[src/rtl/rst_seq_pkg.sv]
// rst_seq_pkg
// Shared state encoding and sizing helper for the Segway power-up reset
// sequencer (rst_sequencer) and its delay counter (rst_seq_cnt).
package rst_seq_pkg;

   typedef enum logic [2:0] {
      HOLD  = 3'd0,
      WAIT  = 3'd1,
      DWELL = 3'd2,
      RUN   = 3'd3,
      FAULT = 3'd4,
      SOFT  = 3'd5
   } rseq_state_t;

   // Width of a stage index. Never narrower than one bit so that a
   // single-stage build still has a legal fault_stage port.
   function automatic int idxWidth(input int numStages);
      return (numStages > 1) ? $clog2(numStages) : 1;
   endfunction

endpackage

[src/rtl/rst_seq_cnt.sv]
// rst_seq_cnt
// Cycle counter used by the reset sequencer for hold, dwell and timeout
// intervals. Synchronous clear has priority over enable; the count
// saturates instead of wrapping.
// Ports:
//   clk    in   system clock
//   RST_n  in   asynchronous active-low clear
//   clr_i  in   synchronous clear to zero
//   en_i   in   count enable
//   cnt_o  out  current count
module rst_seq_cnt
   import rst_seq_pkg::*;
#(
   parameter int DLY_W = 16
) (
   input  logic             clk,
   input  logic             RST_n,
   input  logic             clr_i,
   input  logic             en_i,
   output logic [DLY_W-1:0] cnt_o
);

   logic [DLY_W-1:0] cnt_q;
   logic [DLY_W-1:0] cnt_d;

   // Next count: clear wins, otherwise step when enabled and not at the top.
   always_comb begin
      cnt_d = cnt_q;
      if (clr_i) begin
         cnt_d = '0;
      end else if (en_i && (cnt_q != '1)) begin
         cnt_d = cnt_q + DLY_W'(1);
      end
   end

   // Count register, cleared straight away by the raw reset.
   always_ff @(posedge clk or negedge RST_n) begin
      if (!RST_n) begin
         cnt_q <= '0;
      end else begin
         cnt_q <= cnt_d;
      end
   end

   assign cnt_o = cnt_q;

endmodule

[src/rtl/rst_sequencer.sv]
// rst_sequencer
// Power-up reset controller for the Segway top level. Synchronizes the raw
// push-button reset and releases the per-subsystem resets one at a time,
// waiting for each stage to report ready and then dwelling before the next.
// Readiness is supervised; a timeout or a lost ready latches a sticky fault
// that only a soft reset request or RST_n clears.
// Ports:
//   clk           in   system clock
//   RST_n         in   raw asynchronous active-low reset
//   soft_rst_req  in   soft reset request, rising edge honored
//   stage_rdy     in   per-stage ready (meaningful only while that stage is released)
//   rst_n_out     out  per-stage active-low resets, stage 0 released first
//   sys_rdy       out  every stage released and ready
//   seq_fault     out  sticky sequencing/readiness fault
//   fault_stage   out  index of the stage that caused the fault
module rst_sequencer
   import rst_seq_pkg::*;
#(
   parameter  int NUM_STAGES = 3,
   parameter  int DLY_W      = 16,
   parameter  int HOLD_CYC   = 1024,
   parameter  int STAGE_DLY  = 256,
   parameter  int TIMEOUT    = 50000,
   localparam int IDX_W      = idxWidth(NUM_STAGES)
) (
   input  logic                  clk,
   input  logic                  RST_n,
   input  logic                  soft_rst_req,
   input  logic [NUM_STAGES-1:0] stage_rdy,
   output logic [NUM_STAGES-1:0] rst_n_out,
   output logic                  sys_rdy,
   output logic                  seq_fault,
   output logic [IDX_W-1:0]      fault_stage
);

   if ((NUM_STAGES < 1) ||
       (HOLD_CYC  < 1) || (HOLD_CYC  >= (1 << DLY_W)) ||
       (STAGE_DLY < 1) || (STAGE_DLY >= (1 << DLY_W)) ||
       (TIMEOUT   < 1) || (TIMEOUT   >= (1 << DLY_W))) begin : gParamCheck
      $error("rst_sequencer: cycle parameter out of range for DLY_W");
   end

   localparam logic [DLY_W-1:0] HOLD_LAST    = DLY_W'(HOLD_CYC - 1);
   localparam logic [DLY_W-1:0] DWELL_LAST   = DLY_W'(STAGE_DLY - 1);
   localparam logic [DLY_W-1:0] TIMEOUT_LAST = DLY_W'(TIMEOUT - 1);
   localparam logic [IDX_W-1:0] LAST_IDX     = IDX_W'(NUM_STAGES - 1);

   logic                  syncMeta_q;
   logic                  rstSync_q;
   logic                  softReq_q;
   logic                  softReqPrev_q;
   logic                  softEdge;
   rseq_state_t           state_q;
   rseq_state_t           state_d;
   logic [IDX_W-1:0]      idx_q;
   logic [IDX_W-1:0]      idx_d;
   logic [NUM_STAGES-1:0] rstNOut_q;
   logic [NUM_STAGES-1:0] rstNOut_d;
   logic                  sysRdy_q;
   logic                  sysRdy_d;
   logic                  seqFault_q;
   logic                  seqFault_d;
   logic [IDX_W-1:0]      faultStage_q;
   logic [IDX_W-1:0]      faultStage_d;
   logic [NUM_STAGES-1:0] dropped;
   logic [IDX_W-1:0]      lowDrop;
   logic                  cntClr;
   logic                  cntEn;
   logic [DLY_W-1:0]      cnt;

   // Reset release synchronizer. It runs on the falling edge so the FSM
   // sees a clean level half a cycle later; assertion stays asynchronous.
   always_ff @(negedge clk or negedge RST_n) begin
      if (!RST_n) begin
         syncMeta_q <= 1'b0;
         rstSync_q  <= 1'b0;
      end else begin
         syncMeta_q <= 1'b1;
         rstSync_q  <= syncMeta_q;
      end
   end

   // Soft request is registered first, then edge-detected, so a level
   // held high produces exactly one restart.
   always_ff @(posedge clk or negedge RST_n) begin
      if (!RST_n) begin
         softReq_q     <= 1'b0;
         softReqPrev_q <= 1'b0;
      end else begin
         softReq_q     <= soft_rst_req;
         softReqPrev_q <= softReq_q;
      end
   end

   assign softEdge = softReq_q & ~softReqPrev_q;

   // Only stages already released can lose their ready.
   assign dropped = rstNOut_q & ~stage_rdy;

   // Lowest dropped stage index; the descending scan lets lower indices win.
   always_comb begin
      lowDrop = '0;
      for (int j = NUM_STAGES - 1; j >= 0; j--) begin
         if (dropped[j]) begin
            lowDrop = IDX_W'(j);
         end
      end
   end

   // Next state and next registered outputs. Fault entry forces every reset
   // low, and a soft edge outside HOLD overrides whatever else was decided.
   always_comb begin
      state_d      = state_q;
      idx_d        = idx_q;
      rstNOut_d    = rstNOut_q;
      sysRdy_d     = sysRdy_q;
      seqFault_d   = seqFault_q;
      faultStage_d = faultStage_q;
      cntEn        = 1'b0;

      case (state_q)
         HOLD: begin
            if (rstSync_q) begin
               cntEn = 1'b1;
               if (cnt == HOLD_LAST) begin
                  rstNOut_d[0] = 1'b1;
                  idx_d        = '0;
                  state_d      = WAIT;
               end
            end
         end
         WAIT: begin
            cntEn = 1'b1;
            if (stage_rdy[idx_q]) begin
               state_d = DWELL;
            end else if (cnt == TIMEOUT_LAST) begin
               state_d      = FAULT;
               faultStage_d = idx_q;
            end
         end
         DWELL: begin
            cntEn = 1'b1;
            if (|dropped) begin
               state_d      = FAULT;
               faultStage_d = lowDrop;
            end else if (cnt == DWELL_LAST) begin
               if (idx_q == LAST_IDX) begin
                  state_d  = RUN;
                  sysRdy_d = 1'b1;
               end else begin
                  idx_d            = idx_q + IDX_W'(1);
                  rstNOut_d[idx_d] = 1'b1;
                  state_d          = WAIT;
               end
            end
         end
         RUN: begin
            if (|dropped) begin
               state_d      = FAULT;
               faultStage_d = lowDrop;
            end
         end
         FAULT: begin
            state_d = FAULT;
         end
         SOFT: begin
            state_d = HOLD;
         end
         default: begin
            state_d = HOLD;
         end
      endcase

      if (state_d == FAULT) begin
         rstNOut_d  = '0;
         sysRdy_d   = 1'b0;
         seqFault_d = 1'b1;
      end

      if (softEdge && (state_q != HOLD)) begin
         state_d      = SOFT;
         idx_d        = '0;
         rstNOut_d    = '0;
         sysRdy_d     = 1'b0;
         seqFault_d   = 1'b0;
         faultStage_d = '0;
      end
   end

   // Every state entry restarts the interval count; SOFT holds it at zero.
   assign cntClr = (state_d != state_q) || (state_q == SOFT);

   rst_seq_cnt #(
      .DLY_W (DLY_W)
   ) uCnt (
      .clk   (clk),
      .RST_n (RST_n),
      .clr_i (cntClr),
      .en_i  (cntEn),
      .cnt_o (cnt)
   );

   // State and output registers. Assertion of the resets is asynchronous;
   // release only ever happens through this clocked path.
   always_ff @(posedge clk or negedge RST_n) begin
      if (!RST_n) begin
         state_q      <= HOLD;
         idx_q        <= '0;
         rstNOut_q    <= '0;
         sysRdy_q     <= 1'b0;
         seqFault_q   <= 1'b0;
         faultStage_q <= '0;
      end else begin
         state_q      <= state_d;
         idx_q        <= idx_d;
         rstNOut_q    <= rstNOut_d;
         sysRdy_q     <= sysRdy_d;
         seqFault_q   <= seqFault_d;
         faultStage_q <= faultStage_d;
      end
   end

   assign rst_n_out   = rstNOut_q;
   assign sys_rdy     = sysRdy_q;
   assign seq_fault   = seqFault_q;
   assign fault_stage = faultStage_q;

endmodule

[config.mk]
export PLATFORM = sky130hd
export DESIGN_NAME = rst_sequencer
export DESIGN_NICKNAME = d
export VERILOG_FILES = /design/src/rtl/rst_seq_pkg.sv /design/src/rtl/rst_seq_cnt.sv /design/src/rtl/rst_sequencer.sv
export SDC_FILE = /design/constraint.sdc
export NUM_CORES = 1
export LEC_CHECK = 0
export ABC_CLOCK_PERIOD_IN_PS = 4000
export BUFFER_PORTS_ARGS = -buffer_cell sky130_fd_sc_hd__buf_2
export CORE_UTILIZATION = 60
export DETAILED_ROUTE_END_ITERATION = 8
export GPL_TIMING_DRIVEN = 0
export PLACE_DENSITY = 0.89
export SYNTH_ARGS = -nofsm -noshare
export SYNTH_HDL_FRONTEND = slang
export SYNTH_HIERARCHICAL = 1
export SYNTH_SLANG_ARGS = --single-unit
[constraint.sdc]
create_clock -name clk -period 4 [get_ports clk]
set_input_delay 0.8 -clock clk [delete_from_list [all_inputs] [get_ports clk]]
set_output_delay 0.8 -clock clk [all_outputs]
set_load 0.05 [all_outputs]
==> impl_summary.md, run 1 <==
Run status
The run finished with clean final reports.

Power
After layout, the design draws a total of 0.00109 W. Summed over all cells, the static leakage comes to 0.926 nW. IR analysis of the VDD net gives a maximum drop of 0.255 mV.

The power per unit of standard cell area is 495 mW/mm^2.

Cells and area
The ratio of cells with drive above 1 in the final layout is 0.166. The layout has 255 filler cells. The final-stage net count is around 250.

The post-synthesis to final-layout area growth is 10.0%. 0 antenna diodes ended up in the layout.

Global route
The first global-routing pass estimated 7470 um of wire. Summed over all layers, the global routing overflow is 0. In the global route stage, overall resource usage came out at 0.281. The initial antenna violation count was 0. The via count of the first global-routing pass came to roughly 1700. The pin count of the biggest net entering global routing is 33.

Synth
The post-synthesis net count is ~230. After synthesis the netlist holds a flip-flop and latch count of 32. In the synthesized netlist the dominant register cell turns out to be sky130_fd_sc_hd__dfrtp_1. The distinct cell type count of the synthesized netlist is 49.

The mean instance size in the synthesized netlist is between 9 and 10 sq um. For this run, the number of Yosys warnings is 6. Counting flops with a built-in enable in the synthesized netlist gives 0. After technology mapping, the gate count stands at 221. In this run the cell area of the synthesized design comes to approximately 0.002 sq mm. Of the synthesized area, sequential elements account for 0.399.

The fraction of synthesis flops using an asynchronous set or reset pin is 1.00.

Floorplan
The number of placed I/O pins is 13. The full die area is 0.00358 sq mm. The starting density of the core is 0.646.

The site row count is 20. The core region area is ~0.0031 sq mm. The chip height is 59.8 um. The overall die width is roughly 60 um.

Drt
After detailed routing, no signal wire sits above met4. The post-detailed-route count of antenna-violating nets is 0. The met3 wire length is 234 um. The detailed router placed between 1500 and 2000 vias in this run. In the final routed layout, each cell accounts on average for approximately 15 um.

After detailed routing, the wire length on met1 is approximately 1900 um. The detailed route wirelength on metal2 is 2110 um. The number of DRC markers after the initial detailed-route iteration is 79. Wires add up to approximately 4300 um. The length of the first detailed-routing pass in iterations is 4. In the routed design, unresolved DRC markers number 0. Dividing the detail-routed via count by the number of cells gives 6.32.

Clock tree
The clock reaches the later pin of the worst-skew pair after between 300 and 400 ps. The H-tree was split into 2 levels. The clock transition at the registers of the reported paths is approximately 100 ps. For this design, the sink count on the clock tree is 32.

The number of hold buffers added after CTS is 0. The cell at the root of the clock tree is sky130_fd_sc_hd__clkbuf_4. TritonCTS built the clock tree. The longest clock path from root to sink contains 2 buffers. TritonCTS created 5 clock buffers.

Place
In this run the tool buffered the top-level ports with 12 buffer cells. At the end of routability-driven placement, the weighted congestion stood at 0.904. Before CTS, the worst setup slack after placement is -342 ps.

The HPWL after detailed placement is 3150 um.

Timing
The final setup violation count is 0. The worst setup skew after layout is approximately 13 ps. Setup slack closes at 179 ps. The transition time at the pin with the least slew margin is 691 ps. Setup repair after global routing left no endpoint under its margin.

In this run the tightest slew margin relative to its limit is 0.535. The number of pins exceeding their max-slew limit in the final report is 0. The total negative setup slack is 0 ps. Final hold analysis gives a worst-case slack of between 200 and 300 ps. The hold violation total from the final report came to 0.

Setup path
The worst setup path is captured at a flip-flop. Counting cells, the worst reg-to-reg path comes to 6. The worst path arrival time is 4050 ps. STA classifies the critical path startpoint as a flip-flop. In this run the worst path has a maximum fanout of 3. The critical path is of the flip-flop to flip-flop type. At the worst endpoint, the required time is ~4200 ps.

Min path
Along the worst hold path, the cell count comes to 0. The worst hold path belongs to the class flip-flop to flip-flop.

Run
The total of max-cap violations is 0.
-- per-stage QoR --
| stage | std cells | area (sq um) | utilization |
|---|---|---|---|
| final | 285 | 2210 | 0.711 |
| after detailed placement | 277 | 2120 | 0.683 |
| after global routing | 285 | 2210 | 0.711 |
| after CTS | 286 | 2200 | 0.710 |
| after global placement | 277 | 2120 | 0.683 |
| after floorplan | 221 | 2010 | - |
-- what timing repair did --
| item | CTS | global route |
|---|---|---|
| buffers inserted | 1 | 0 |
| pin swaps | 1 | 0 |
| resized for setup | 2 | 4 |
| setup endpoints to repair | 14 | 14 |
-- logic make-up (layout without fill, tap and decap cells) --
kind of cell | count (synthesis) | count (layout) | synth area share
DFF | 32 | 32 | 0.399
adders and majority gates | 5 | 5 | 0.0312
other | 1 | 1 | 0.00187
buffers and inverters | 16 | 36 | 0.0343
AOI/OAI and AO/OA | 54 | 54 | 0.174
and+or+nand+nor | 105 | 105 | 0.317
muxes | 8 | 8 | 0.0424
-- placed cells by master (no fill, tap or decap), types with 5 or more instances in the layout --
master / Yosys / layout
sky130_fd_sc_hd__inv_1: 9 / 8
sky130_fd_sc_hd__a21oi_1: 23 / 23
sky130_fd_sc_hd__o31ai_1: 7 / 7
sky130_fd_sc_hd__clkbuf_4: 0 / 5
sky130_fd_sc_hd__nor4_1: 8 / 7
sky130_fd_sc_hd__buf_2: 1 / 13
sky130_fd_sc_hd__nand4_1: 10 / 10
sky130_fd_sc_hd__ha_1: 5 / 5
sky130_fd_sc_hd__dfrtp_1: 30 / 30
sky130_fd_sc_hd__nand2_1: 17 / 17
sky130_fd_sc_hd__nand2b_1: 5 / 5
sky130_fd_sc_hd__nand3_1: 9 / 9
sky130_fd_sc_hd__or4_1: 7 / 7
sky130_fd_sc_hd__nor2_1: 14 / 14
sky130_fd_sc_hd__nor2b_1: 7 / 7
-- routing by layer --
layer	up-vias	GRT usage
li1	879	-
met2	59	0.448
met3	10	0.0779
met5	-	0
met1	854	0.357
met4	0	0.120
-- Yosys cell counts (2+ instances only) --
| library cell | number | area (sq um) |
|---|---|---|
| sky130_fd_sc_hd__dfrtp_1 | 30 | 751 |
| sky130_fd_sc_hd__a21oi_1 | 23 | 115 |
| sky130_fd_sc_hd__nand2_1 | 17 | 63.8 |
| sky130_fd_sc_hd__nor2_1 | 14 | 52.6 |
| sky130_fd_sc_hd__nand4_1 | 10 | 62.6 |
| sky130_fd_sc_hd__inv_1 | 9 | 33.8 |
| sky130_fd_sc_hd__nand3_1 | 9 | 45.0 |
| sky130_fd_sc_hd__nor4_1 | 8 | 50.1 |
| sky130_fd_sc_hd__nor2b_1 | 7 | 43.8 |
| sky130_fd_sc_hd__o31ai_1 | 7 | 52.6 |
| sky130_fd_sc_hd__or4_1 | 7 | 52.6 |
| sky130_fd_sc_hd__clkbuf_1 | 5 | 18.8 |
| sky130_fd_sc_hd__ha_1 | 5 | 62.6 |
| sky130_fd_sc_hd__nand2b_1 | 5 | 31.3 |
| sky130_fd_sc_hd__mux2_1 | 4 | 45.0 |
| sky130_fd_sc_hd__mux2i_1 | 4 | 40.0 |
| sky130_fd_sc_hd__nor3_1 | 4 | 20.0 |
| sky130_fd_sc_hd__o21ai_0 | 4 | 20.0 |
| sky130_fd_sc_hd__a21o_1 | 3 | 22.5 |
| sky130_fd_sc_hd__and3_1 | 3 | 18.8 |
| sky130_fd_sc_hd__o21ai_1 | 3 | 15.0 |
| sky130_fd_sc_hd__or3_1 | 3 | 18.8 |
| sky130_fd_sc_hd__a2111oi_0 | 2 | 17.5 |
| sky130_fd_sc_hd__a211oi_1 | 2 | 15.0 |
| sky130_fd_sc_hd__and4_1 | 2 | 17.5 |
| sky130_fd_sc_hd__and4_2 | 2 | 20.0 |
| sky130_fd_sc_hd__dfrtn_1 | 2 | 50.1 |
| sky130_fd_sc_hd__nand3b_1 | 2 | 15.0 |
| sky130_fd_sc_hd__nor4_4 | 2 | 42.5 |
| sky130_fd_sc_hd__o21a_1 | 2 | 15.0 |
| sky130_fd_sc_hd__or2_2 | 2 | 12.5 |
| sky130_fd_sc_hd__or4_2 | 2 | 17.5 |
-- worst paths after layout --
path | slack [ps] | endpoint | start
min in group asynchronous | 500 | seq_fault | RST_n
max | 180 | uCnt/cnt_o[15] | rstSync_q
min | 300 | rstSync_q | syncMeta_q
min reg2reg | 300 | rstSync_q | syncMeta_q
max in group asynchronous | 1120 | syncMeta_q | RST_n
max reg2reg | 180 | uCnt/cnt_o[15] | rstSync_q
-- critical path, stage by stage, from the launching register on --
cell,delay (ps)
sky130_fd_sc_hd__dfrtn_1,440
sky130_fd_sc_hd__nor3_1,60
sky130_fd_sc_hd__a211oi_2,280
sky130_fd_sc_hd__buf_4,190
sky130_fd_sc_hd__nand3_1,130
sky130_fd_sc_hd__nor4_2,280
sky130_fd_sc_hd__mux2_1,350
-- state kept, by name, summed over array words and instances, names as in the netlist, 2 cells and up --
name and cells:
state_q 3, rst_n_out 3, uCnt/cnt_o 16, fault_stage 2, idx_q 2
-- power breakdown --
group / internal, W / total (W) / switching [W] / leakage, nW
logic: 0.000146 / 0.000475 / 0.000329 / 0.457
registers: 0.000364 / 0.000408 / 0.0000445 / 0.430
clock network: 0.000103 / 0.000209 / 0.000106 / 0.0386
-- layout make-up --
| cell class | instances | area (sq um) | share of cell area |
|---|---|---|---|
| inverters | 9 | 33.8 | 0.0153 |
| well taps | 44 | 55.1 | 0.0249 |
| clock buffers | 8 | 68.8 | 0.0312 |
| multi-input cells | 173 | 1150 | 0.520 |
| repair buffers | 13 | 67.6 | 0.0306 |
| flip-flops and latches | 32 | 801 | 0.363 |
| plain buffers | 6 | 33.8 | 0.0153 |
No activity file was read; power rests on OpenSTA's default activity.
==> inputs of run 2 (changes only) <==
- PLACE_DENSITY: 0.89 -> 0.79
==> impl_summary.md, run 2 (synthesis results as in run 1) <==
Floorplan
The starting density of the core was 0.646 (unchanged). The chip height is 59.8 um (unchanged). The full die area is 0.00358 sq mm (unchanged). The overall die width is 59.8 um (unchanged). The site row count is 20 (unchanged).

The number of placed I/O pins was 13 (unchanged). The core region area is 0.00310 sq mm (unchanged).

Drt
The post-detailed-route wirelength per cell is 16.0 um (+5.1%). The length of the first detailed-routing pass in iterations came to 4 (unchanged). The per-cell via count in the routed design came to 6.36 (+0.55%). The routed wire length is 4550 um (+5.1%).

The post-detailed-route count of antenna-violating nets was 0 (unchanged). The routed via count is 1812 (+0.55%). The remaining routing DRC violations is 0 (unchanged). The number of DRC markers after the initial detailed-route iteration is 150 (+90%).

Place
The final weighted congestion of routability-driven global placement came to 0.972 (+7.5%). The HPWL after detailed placement is 3380 um (+7.1%). The count of port buffers added during placement is 12 (unchanged). The post-place setup slack came to -271 ps (+70.9 ps). The count of placed standard cells including taps is 277 (unchanged).

Clock tree
The source-to-sink clock delay at the later pin of the worst-skew pair is 330 ps (about the same). The total clock buffers created by CTS is 5 (unchanged). The clock tree from TritonCTS is done. The maximum buffer depth of the clock tree is 2 (unchanged).

The clock sink total is 32 (unchanged). The clock transition at the registers of the reported paths came to 90 ps (about the same). The number of H-tree branching levels is 2 (unchanged). The cell at the root of the clock tree is sky130_fd_sc_hd__clkbuf_4.

Cells and area
The multi-input logic area is 0.00114 sq mm (-0.55%). The total inserted antenna cells is 0 (unchanged). The final cell count without fillers is 285 (unchanged). The area growth from synthesis to layout is 9.36%. The register area is 801 sq um (unchanged). The library cells used most frequently in the layout, excluding fill and tap cells, are sky130_fd_sc_hd__dfrtp_1 (30), sky130_fd_sc_hd__a21oi_1 (23), sky130_fd_sc_hd__nand2_1 (17), sky130_fd_sc_hd__buf_2 (14), sky130_fd_sc_hd__nor2_1 (14). The flip-flop count of the largest register after layout was 16 (unchanged). The fill cell total of the finished layout came to 274 (+7.5%). The ratio of cells with drive above 1 in the final layout is 0.158 (-0.00830).

Leaving out fill and tap cells, the most frequent cell in the layout is sky130_fd_sc_hd__dfrtp_1. The final-stage net count is 251 (unchanged).

Setup path
STA classifies the critical path endpoint as a flip-flop. The critical path is of the flip-flop to flip-flop type. The worst path arrival time is 4060 ps (about the same). The count of buffer and inverter cells on the critical path is 1 (unchanged). Traced cell by cell, the critical path runs through nor3_1 -> a211oi_2 -> buf_4 -> nand3_1 -> nor4_1 -> mux2_1. STA classifies the critical path startpoint as a flip-flop. The maximum single-stage delay on the critical path is 430 ps (about the same).

The slowest library cell on the worst path is sky130_fd_sc_hd__dfrtn_1. The family of cells with the greatest summed delay on the critical path is simple AND/OR/NAND/NOR gates. The required time at the endpoint of the critical path is 4210 ps (about the same). The maximum fanout along the worst path is 3 (unchanged).

Timing
The final setup violation count is 0 (unchanged). The hold violation total from the final report is 0 (unchanged). The worst setup skew after layout came to 14.5 ps (+1.63 ps). The final setup slack of the worst path is 157 ps (-21.8 ps). The transition time at the pin with the least slew margin is 689 ps (-2.42 ps). Setup repair after global routing left no endpoint under its margin.

The number of pins exceeding their max-slew limit in the final report is 0 (unchanged). The normalized max-slew margin is 0.541 (+0.00586).

Global route
The global routing stage identified its most utilized layer as met2. The first-pass GRT wire length is 7870 um (+5.5%). The met3 global-route usage is 0.0693 (-0.00866).

The total global routing track utilization is 0.299 (+0.0175). The routing usage on met1 is 0.423 (+0.0658). The pin count of the biggest net entering global routing is 33 (unchanged). The via count of the first global-routing pass is 1667 (-1.6%). The initial antenna violation count is 0 (unchanged).

The remaining global-route overflow came to 0 (unchanged). The global-route met2 utilization is 0.448 (unchanged).

Run
The total of max-cap violations is 0 (unchanged).

Power
The peak supply drop is 0.306 mV (+20%). The power per unit of standard cell area was 495 mW/mm^2 (about the same). The static leakage is 0.920 nW (-0.60%).

Min path
The worst hold path belongs to the class flip-flop to flip-flop.

Run status
The flow ran to the end, and the final reports show no timing, DRC or antenna violations.
==> run 2: changes by cell type in the layout (fill, tap and decap cells not counted) <==
cell / delta
sky130_fd_sc_hd__nor4_2: -1
sky130_fd_sc_hd__clkbuf_1: +1
sky130_fd_sc_hd__clkbuf_2: -2
sky130_fd_sc_hd__nor4_1: +1
sky130_fd_sc_hd__clkbuf_4: +1
sky130_fd_sc_hd__clkbuf_8: -1
sky130_fd_sc_hd__buf_2: +1
==> run 2: worst paths after layout <==
| path | depth (start not counted) | slack [ps] | start | to |
|---|---|---|---|---|
| worst max-delay path | 6 | 160 | rstSync_q | uCnt/cnt_o[15] |
| worst min-delay path | 0 | 300 | syncMeta_q | rstSync_q |
| worst max register to register | 6 | 160 | rstSync_q | uCnt/cnt_o[15] |
| worst min register to register | 0 | 300 | syncMeta_q | rstSync_q |
| max in group asynchronous | 1 | 1120 | RST_n | rstSync_q |
| min in group asynchronous | 1 | 510 | RST_n | softReqPrev_q |
==> run 2: area by class of cell <==
class | count | share of cell area
flip-flops and latches | 32 | 0.365
repair buffers | 13 | 0.0308
inverters | 9 | 0.0154
multi-input cells | 173 | 0.520
plain buffers | 6 | 0.0165
well taps | 44 | 0.0251
clock buffers | 8 | 0.0268
==> run 2: power breakdown <==
group          switching (W)  internal [W]  total, W  leakage [nW]
combinational       0.000338      0.000152  0.000490         0.458
clock               0.000102     0.0000866  0.000188        0.0326
sequential         0.0000443      0.000364  0.000408         0.430
total               0.000484      0.000602   0.00109         0.920
==> run 2: stage by stage <==
stage / power, W / util / instance area, sq um / TNS, ps / hold WS [ps]
global route: 0.00117 / 0.707 / 2190 / 0 / 312
detailed placement: 0.000874 / 0.683 / 2120 / -2720 / 301
floorplan: 0.000747 / - / 2010 / 0 / 292
global placement: 0.000851 / 0.683 / 2120 / -1800 / 297
CTS: 0.00109 / 0.707 / 2190 / 0 / 301
finish: 0.00109 / 0.707 / 2190 / 0 / 300
==> run 2: routing by layer <==
| layer | vias up | wire (um) |
|---|---|---|
| met4 | 0 | 47 |
| li1 | 881 | - |
| met2 | 69 | 2130 |
| met5 | - | 0 |
| met3 | 6 | 290 |
| met1 | 856 | 2070 |
==> run 2: what timing repair did <==
action | CTS | global route
endpoints found under the setup margin | 14 | 14
hold buffers | 0 | 0
setup buffers | 1 | 0
hold endpoints to repair | 0 | 0
resized for setup | 3 | 4
pin swaps | 1 | 0
